## config.mk

```make
export PLATFORM = sky130hd
export DESIGN_NAME = keypad_scan
export DESIGN_NICKNAME = d
export VERILOG_FILES = /design/src/rtl/keypad_pkg.sv /design/src/rtl/keypad_debounce.sv /design/src/rtl/keypad_scan.sv
export SDC_FILE = /design/constraint.sdc
export NUM_CORES = 1
export LEC_CHECK = 0
export ABC_AREA = 1
export BUFFER_PORTS_ARGS = -buffer_cell sky130_fd_sc_hd__buf_2
export CAP_MARGIN = 20
export CORE_MARGIN = 3
export CORE_UTILIZATION = 30
export DETAILED_ROUTE_END_ITERATION = 8
export HOLD_SLACK_MARGIN = 0.12
export MAX_ROUTING_LAYER = met4
export PLACE_DENSITY = 0.55
export SETUP_SLACK_MARGIN = 0.3
export SKIP_LAST_GASP = 1
export SLEW_MARGIN = 20
export SYNTH_ARGS = -nofsm -noshare
export SYNTH_HDL_FRONTEND = slang
export SYNTH_HIERARCHICAL = 1
export SYNTH_SLANG_ARGS = --single-unit
```

## constraint.sdc

```tcl
create_clock -name clock -period 2.79 [get_ports clock]
set_input_delay 0.279 -clock clock [delete_from_list [all_inputs] [get_ports clock]]
set_output_delay 0.279 -clock clock [all_outputs]
set_load 0.1 [all_outputs]
```

## src/rtl/keypad_pkg.sv

```systemverilog
// Shared types and sizes for the 4x4 keypad scanner.
// Imported by the scanner top and its debounce FSM.
package keypad_pkg;

  localparam int unsigned KEY_W = 4;
  localparam int unsigned ROWS  = 4;
  localparam int unsigned COLS  = 4;

  typedef enum logic [1:0] {
    StIdle,
    StPressWait,
    StHeld,
    StReleaseWait
  } key_state_e;

  typedef enum logic [1:0] {
    FrNone,
    FrSingle,
    FrMulti
  } frame_class_e;

endpackage

```

## src/rtl/keypad_debounce.sv

```systemverilog
// Frame-rate debounce FSM: accepts a press after DEBOUNCE_FRAMES identical SINGLE frames
// and a release after DEBOUNCE_FRAMES frames without the held key.
module keypad_debounce
  import keypad_pkg::*;
#(
  parameter int unsigned DEBOUNCE_FRAMES = 4
) (
  input  logic             clock,
  input  logic             reset_,
  input  logic             i_frame_end,
  input  frame_class_e     i_frame_class,
  input  logic [KEY_W-1:0] i_frame_code,
  output logic             o_key_valid,
  output logic [KEY_W-1:0] o_key_code,
  output logic             o_key_held,
  output logic [KEY_W-1:0] o_led
);

  localparam logic [3:0] DF = 4'(DEBOUNCE_FRAMES);

  key_state_e       r_state;
  logic [3:0]       r_cnt;
  logic [KEY_W-1:0] r_cand;
  logic [KEY_W-1:0] r_code;
  logic [KEY_W-1:0] r_led;
  logic             r_valid;
  logic             r_held;

  logic [3:0] w_cnt_inc;
  logic       w_release;
  logic       w_accept;

  assign w_cnt_inc = r_cnt + 4'd1;

  // A frame without the held key (empty, or a different single key) counts toward release.
  always_comb begin
    w_release = (i_frame_class == FrNone) ||
                ((i_frame_class == FrSingle) && (i_frame_code != r_code));
    w_accept  = 1'b0;
    if (i_frame_end && (i_frame_class == FrSingle)) begin
      if (r_state == StIdle) begin
        w_accept = (DF == 4'd1);
      end else if ((r_state == StPressWait) && (i_frame_code == r_cand)) begin
        w_accept = (w_cnt_inc == DF);
      end
    end
  end

  always_ff @(posedge clock or negedge reset_) begin
    if (!reset_) begin
      r_state <= StIdle;
      r_cnt   <= '0;
      r_cand  <= '0;
      r_code  <= '0;
      r_led   <= '0;
      r_valid <= 1'b0;
      r_held  <= 1'b0;
    end else begin
      r_valid <= w_accept;
      if (w_accept) begin
        r_led   <= r_code;
        r_code  <= i_frame_code;
        r_cand  <= i_frame_code;
        r_held  <= 1'b1;
        r_cnt   <= '0;
        r_state <= StHeld;
      end else if (i_frame_end) begin
        unique case (r_state)
          StIdle: begin
            if (i_frame_class == FrSingle) begin
              r_cand  <= i_frame_code;
              r_cnt   <= 4'd1;
              r_state <= StPressWait;
            end
          end
          StPressWait: begin
            if ((i_frame_class == FrSingle) && (i_frame_code == r_cand)) begin
              r_cnt <= w_cnt_inc;
            end else begin
              r_cnt   <= '0;
              r_state <= StIdle;
            end
          end
          StHeld: begin
            if (w_release) begin
              if (DF == 4'd1) begin
                r_held  <= 1'b0;
                r_cnt   <= '0;
                r_state <= StIdle;
              end else begin
                r_cnt   <= 4'd1;
                r_state <= StReleaseWait;
              end
            end
          end
          StReleaseWait: begin
            if (w_release) begin
              if (w_cnt_inc == DF) begin
                r_held  <= 1'b0;
                r_cnt   <= '0;
                r_state <= StIdle;
              end else begin
                r_cnt <= w_cnt_inc;
              end
            end else begin
              r_cnt   <= '0;
              r_state <= StHeld;
            end
          end
          default: r_state <= StIdle;
        endcase
      end
    end
  end

  assign o_key_valid = r_valid;
  assign o_key_code  = r_code;
  assign o_key_held  = r_held;
  assign o_led       = r_led;

endmodule

```

## src/rtl/keypad_scan.sv

```systemverilog
// 4x4 matrix keypad scanner: rotates one active-low column, samples synchronized rows at
// the end of each dwell and classifies every 4-column frame for the debounce FSM.
module keypad_scan
  import keypad_pkg::*;
#(
  parameter int unsigned SCAN_CYCLES     = 1000,
  parameter int unsigned DEBOUNCE_FRAMES = 4
) (
  input  logic             clock,
  input  logic             reset_,
  output logic [COLS-1:0]  col_,
  input  logic [ROWS-1:0]  row_,
  output logic             key_valid,
  output logic [KEY_W-1:0] key_code,
  output logic             key_held,
  output logic [KEY_W-1:0] led
);

  localparam int unsigned  DW         = $clog2(SCAN_CYCLES);
  localparam logic [DW-1:0] DWELL_LAST = DW'(SCAN_CYCLES - 1);

  logic [ROWS-1:0]  r_row_s1;
  logic [ROWS-1:0]  r_row_s2;
  logic [DW-1:0]    r_dwell;
  logic [1:0]       r_col;
  logic [1:0]       r_hits;  // 0, 1, or 2 meaning "two or more"
  logic [KEY_W-1:0] r_hit_code;
  logic             r_frame_end;
  frame_class_e     r_frame_class;
  logic [KEY_W-1:0] r_frame_code;

  logic             w_sample;
  logic [2:0]       w_col_cnt;
  logic [1:0]       w_col_row;
  logic [2:0]       w_hits_sum;
  logic [1:0]       w_hits_next;
  logic [KEY_W-1:0] w_code_next;
  frame_class_e     w_class;

  assign w_sample = (r_dwell == DWELL_LAST);

  always_comb begin
    w_col_cnt = '0;
    w_col_row = '0;
    for (int r = 0; r < ROWS; r++) begin
      if (!r_row_s2[r]) begin
        w_col_cnt = w_col_cnt + 3'd1;
        w_col_row = 2'(r);
      end
    end
    w_hits_sum  = {1'b0, r_hits} + w_col_cnt;
    w_hits_next = (w_hits_sum >= 3'd2) ? 2'd2 : w_hits_sum[1:0];
    w_code_next = ((r_hits == 2'd0) && (w_col_cnt == 3'd1)) ? {w_col_row, r_col} : r_hit_code;
    unique case (w_hits_next)
      2'd0:    w_class = FrNone;
      2'd1:    w_class = FrSingle;
      default: w_class = FrMulti;
    endcase
  end

  always_ff @(posedge clock or negedge reset_) begin
    if (!reset_) begin
      r_row_s1      <= '1;
      r_row_s2      <= '1;
      r_dwell       <= '0;
      r_col         <= '0;
      r_hits        <= '0;
      r_hit_code    <= '0;
      r_frame_end   <= 1'b0;
      r_frame_class <= FrNone;
      r_frame_code  <= '0;
    end else begin
      r_row_s1    <= row_;
      r_row_s2    <= r_row_s1;
      r_frame_end <= 1'b0;
      if (w_sample) begin
        r_dwell <= '0;
        r_col   <= r_col + 2'd1;
        if (r_col == 2'd3) begin
          r_frame_end   <= 1'b1;
          r_frame_class <= w_class;
          r_frame_code  <= w_code_next;
          r_hits        <= '0;
          r_hit_code    <= '0;
        end else begin
          r_hits     <= w_hits_next;
          r_hit_code <= w_code_next;
        end
      end else begin
        r_dwell <= r_dwell + DW'(1);
      end
    end
  end

  assign col_ = ~({{(COLS-1){1'b0}}, 1'b1} << r_col);

  keypad_debounce #(
    .DEBOUNCE_FRAMES(DEBOUNCE_FRAMES)
  ) u_debounce (
    .clock        (clock),
    .reset_       (reset_),
    .i_frame_end  (r_frame_end),
    .i_frame_class(r_frame_class),
    .i_frame_code (r_frame_code),
    .o_key_valid  (key_valid),
    .o_key_code   (key_code),
    .o_key_held   (key_held),
    .o_led        (led)
  );

endmodule

```

==> results.yml <==
critical_path:
  start_kind: "flop"
  cp_cell_sequence: "inv_1, ha_4, inv_1, nand2_2, nand2_1, ha_1, nand2_1, nand2_2, fa_2, inv_1, nand3_1, nand2_2, nand2_1, nand2_1, nand2_1"
  r2r-end: "r_hits[1]"
  cp.required_ns: 2.98
  r2r-start: "r_row_s2[0]"
  cpPeakStageDelay_ns: 0.54
  r2r_cells: 15
  crit_top_cell: "nand2_1"
  crit_slowest_cell: "dfstp_2"
  worst_ep_arrival_time_ns: 2.53
  end_kind: "flop"
  cp-startpoint: "r_row_s2[0]"
  crit_fanout: 4
  reg2reg_slack_ns: 0.45
  endpoint: "r_hits[1]"
  crit_type: "flop to flop"
power_and_ir_drop:
  p_leak_nw: 1.76
  ir_drop_mv: 0.177
  cellPowerDensity_nw_per_um2: 385
  power.total_w: 0.00131
grt:
  antenna_found_initial: 0
  grt_pass1_wl_mm: 10.2
  grt_pass1_vias: 2360
  use_met3: 0.0225
  grt_use_met2: 0.183
  grt-busiest-layer: "met2"
  grt_use_total: 0.111
  grt_max_degree: 47
  grt_use_met1: 0.141
  grt_overflow: 0
floorplan:
  die_h_um: 106
  die_w_um: 106
  initial_utilization: 0.318
  rows: 35
  dieArea_um2: 11300
  fp.coreArea_um2: 9500
  io_pins: 20
synthesis:
  ys_ff_latch: 53
  ys_types: 35
  syn_inst: 391
  yosys.area.top_type_share: 0.373
  netlist_area_um2: 3020
  syn_area_per_cell_um2: 7.72
  syn_nets: 409
  yosys_warnings: 6
  ys_seq_area_frac: 0.443
  synth_top_area_cell: "dfrtp_1"
  synth_area_leaders: "dfrtp_1 37%, nand2_1 17%, dfstp_2 7.0%"
placed_design:
  dp.final_hpwl_mm: 4.10
  preCtsSetupSlack_ns: 0.240
  gp_congestion: 0.860
  numPortBuffers: 19
  place_area_um2: 3240
finish:
  fillerInstances: 998
  drive_gt1_frac: 0.181
  synthToLayoutAreaGrowth_pct: 13.1
  nNetsFinal: 439
  postLayoutCellArea_um2: 3420
  antenna_cells: 0
clock_network:
  htreeDepth: 2
  ctsRootBufferMaster: "clkbuf_8"
  clkLatencyLatePin_ns: 0.30
  path_clk_slew_ns: 0.09
  clockBufferDepth: 2
  cts_sinks: 53
  numCtsBuffers: 5
  cts_tree: "built"
detailed_routing:
  wl_per_cell_um: 10.3
  dr.pass1.iters: 4
  drt-initial-drc-count: 83
  drc: 0
  drt_wl_total_mm: 5.67
  vias_per_cell: 4.38
  vias: 2407
  route.antenna.remaining_nets: 0
sta:
  finClkSkew_ns: 0.00665
  slew_headroom: 0.603
  maxSlewViolCount: 0
  fin_crit_sh: 0.838
  tightest_slew_ns: 0.595
  fin_crit_ns: 2.34
  final.setup.tns_ns: 0
  setup_violations: 0
  final_hold_viol_count: 0
  fmax_mhz: 428
  rsz0062_at_grt: "no"
  setup_ws_ns: 0.453
hold_path:
  min_delay_path_depth: 0
  hold_class: "flop to flop"
status:
  status: "completed"
job:
  cap_viol_max_count: 0
==> worst max-delay path, delay by kind of cell (launching register included) <==
family | cells | cell delay (ns)
buffers and inverters | 3 | 0.18
and+or+nand+nor | 9 | 0.61
adders and majority gates | 3 | 0.90
DFF | 1 | 0.54
==> cells in the mapped netlist (all sizes together) <==
master / number
nand2: 141
inv: 60
dfrtp: 45
nor2: 38
nand3: 34
o21ai: 19
ha: 11
a21oi: 8
dfstp: 8
nand4: 7
nor3: 6
buf: 4
and2: 2
clkinv: 2
xor2: 2
a31oi: 1
fa: 1
or2: 1
xnor2: 1
==> sequential cells by signal, indices dropped and copies added, names as in the netlist <==
register and cells:
r_col 2, r_dwell 10, r_frame_class 2, r_frame_code 4
r_frame_end 1, r_hit_code 4, r_hits 2, r_row_s1 4
r_row_s2 4, u_debounce/o_key_code 4, u_debounce/o_key_held 1, u_debounce/o_key_valid 1
u_debounce/o_led 4, u_debounce/r_cand 4, u_debounce/r_cnt 4, u_debounce/r_state 2
==> cell families after synthesis <==
kind of cell / count (synthesis) / share of synthesized area
fa+ha+maj: 12 / 0.0522
simple gates: 229 / 0.351
buf+inv: 66 / 0.0937
compound gates: 28 / 0.0518
flops: 53 / 0.443
xor+xnor: 3 / 0.00870
==> report_power, final <==
group / switching (W) / internal [W]
combinational: 0.0000617 / 0.0000358
clock: 0.000236 / 0.000198
sequential: 0.00000427 / 0.000778
==> per-layer routing <==
| metal | routed length (µm) | share of wire |
|---|---|---|
| met1 | 2880 | 0.51 |
| met2 | 2600 | 0.46 |
| met3 | 160 | 0.028 |
| met4 | 34 | 0.0060 |
| met5 | 0 | 0 |
==> per-stage QoR <==
step | util | hold WS [ns] | std cells
after CTS | 0.356 | 0.205 | 547
final | 0.359 | 0.358 | 550
after global routing | 0.359 | 0.366 | 550
after floorplan | - | -0.0166 | 391
after detailed placement | 0.341 | 0.347 | 536
after global placement | 0.341 | 0.345 | 536
==> timing repair <==
item | in CTS | in global routing
hold buffers | 4 | 1
buffers inserted | 0 | 2
pin swaps | 0 | 4
endpoints found under the setup margin | 4 | 4
gates cloned | 0 | 0
resized for setup | 2 | 4
endpoints found under the hold margin | 4 | 45
==> cell type report <==
type	instances	area, µm²	share of cell area
timing repair buffer	27	170	0.0498
clock buffer	7	86.3	0.0253
multi-input combinational	272	1420	0.416
sequential	53	1340	0.391
inverter	62	239	0.0700
tap	129	161	0.0473
==> worst min-delay path by stage <==
stage	startpoint	endpoint
5_1_grt	r_row_s1[2]	r_row_s2[2]
3_5_place_dp	r_row_s1[3]	r_row_s2[3]
6_report	r_row_s1[3]	r_row_s2[3]
3_3_place_gp	r_row_s1[3]	r_row_s2[3]
2_1_floorplan	reset_	r_col[0]
4_1_cts	reset_	u_debounce/o_led[1]
==> layout by cell type, fill, tap and decap left out, drive strengths merged, types with 5 or more instances in the layout <==
cell type and n:
nand4 7, clkbuf 7, dlygate4sd3 5, o21ai 19
a21oi 8, nand2 141, dfrtp 45, nor2 38
dfstp 8, ha 11, nor3 6, nand3 34
inv 60, buf 22
Power figures use the tool's default switching activity.
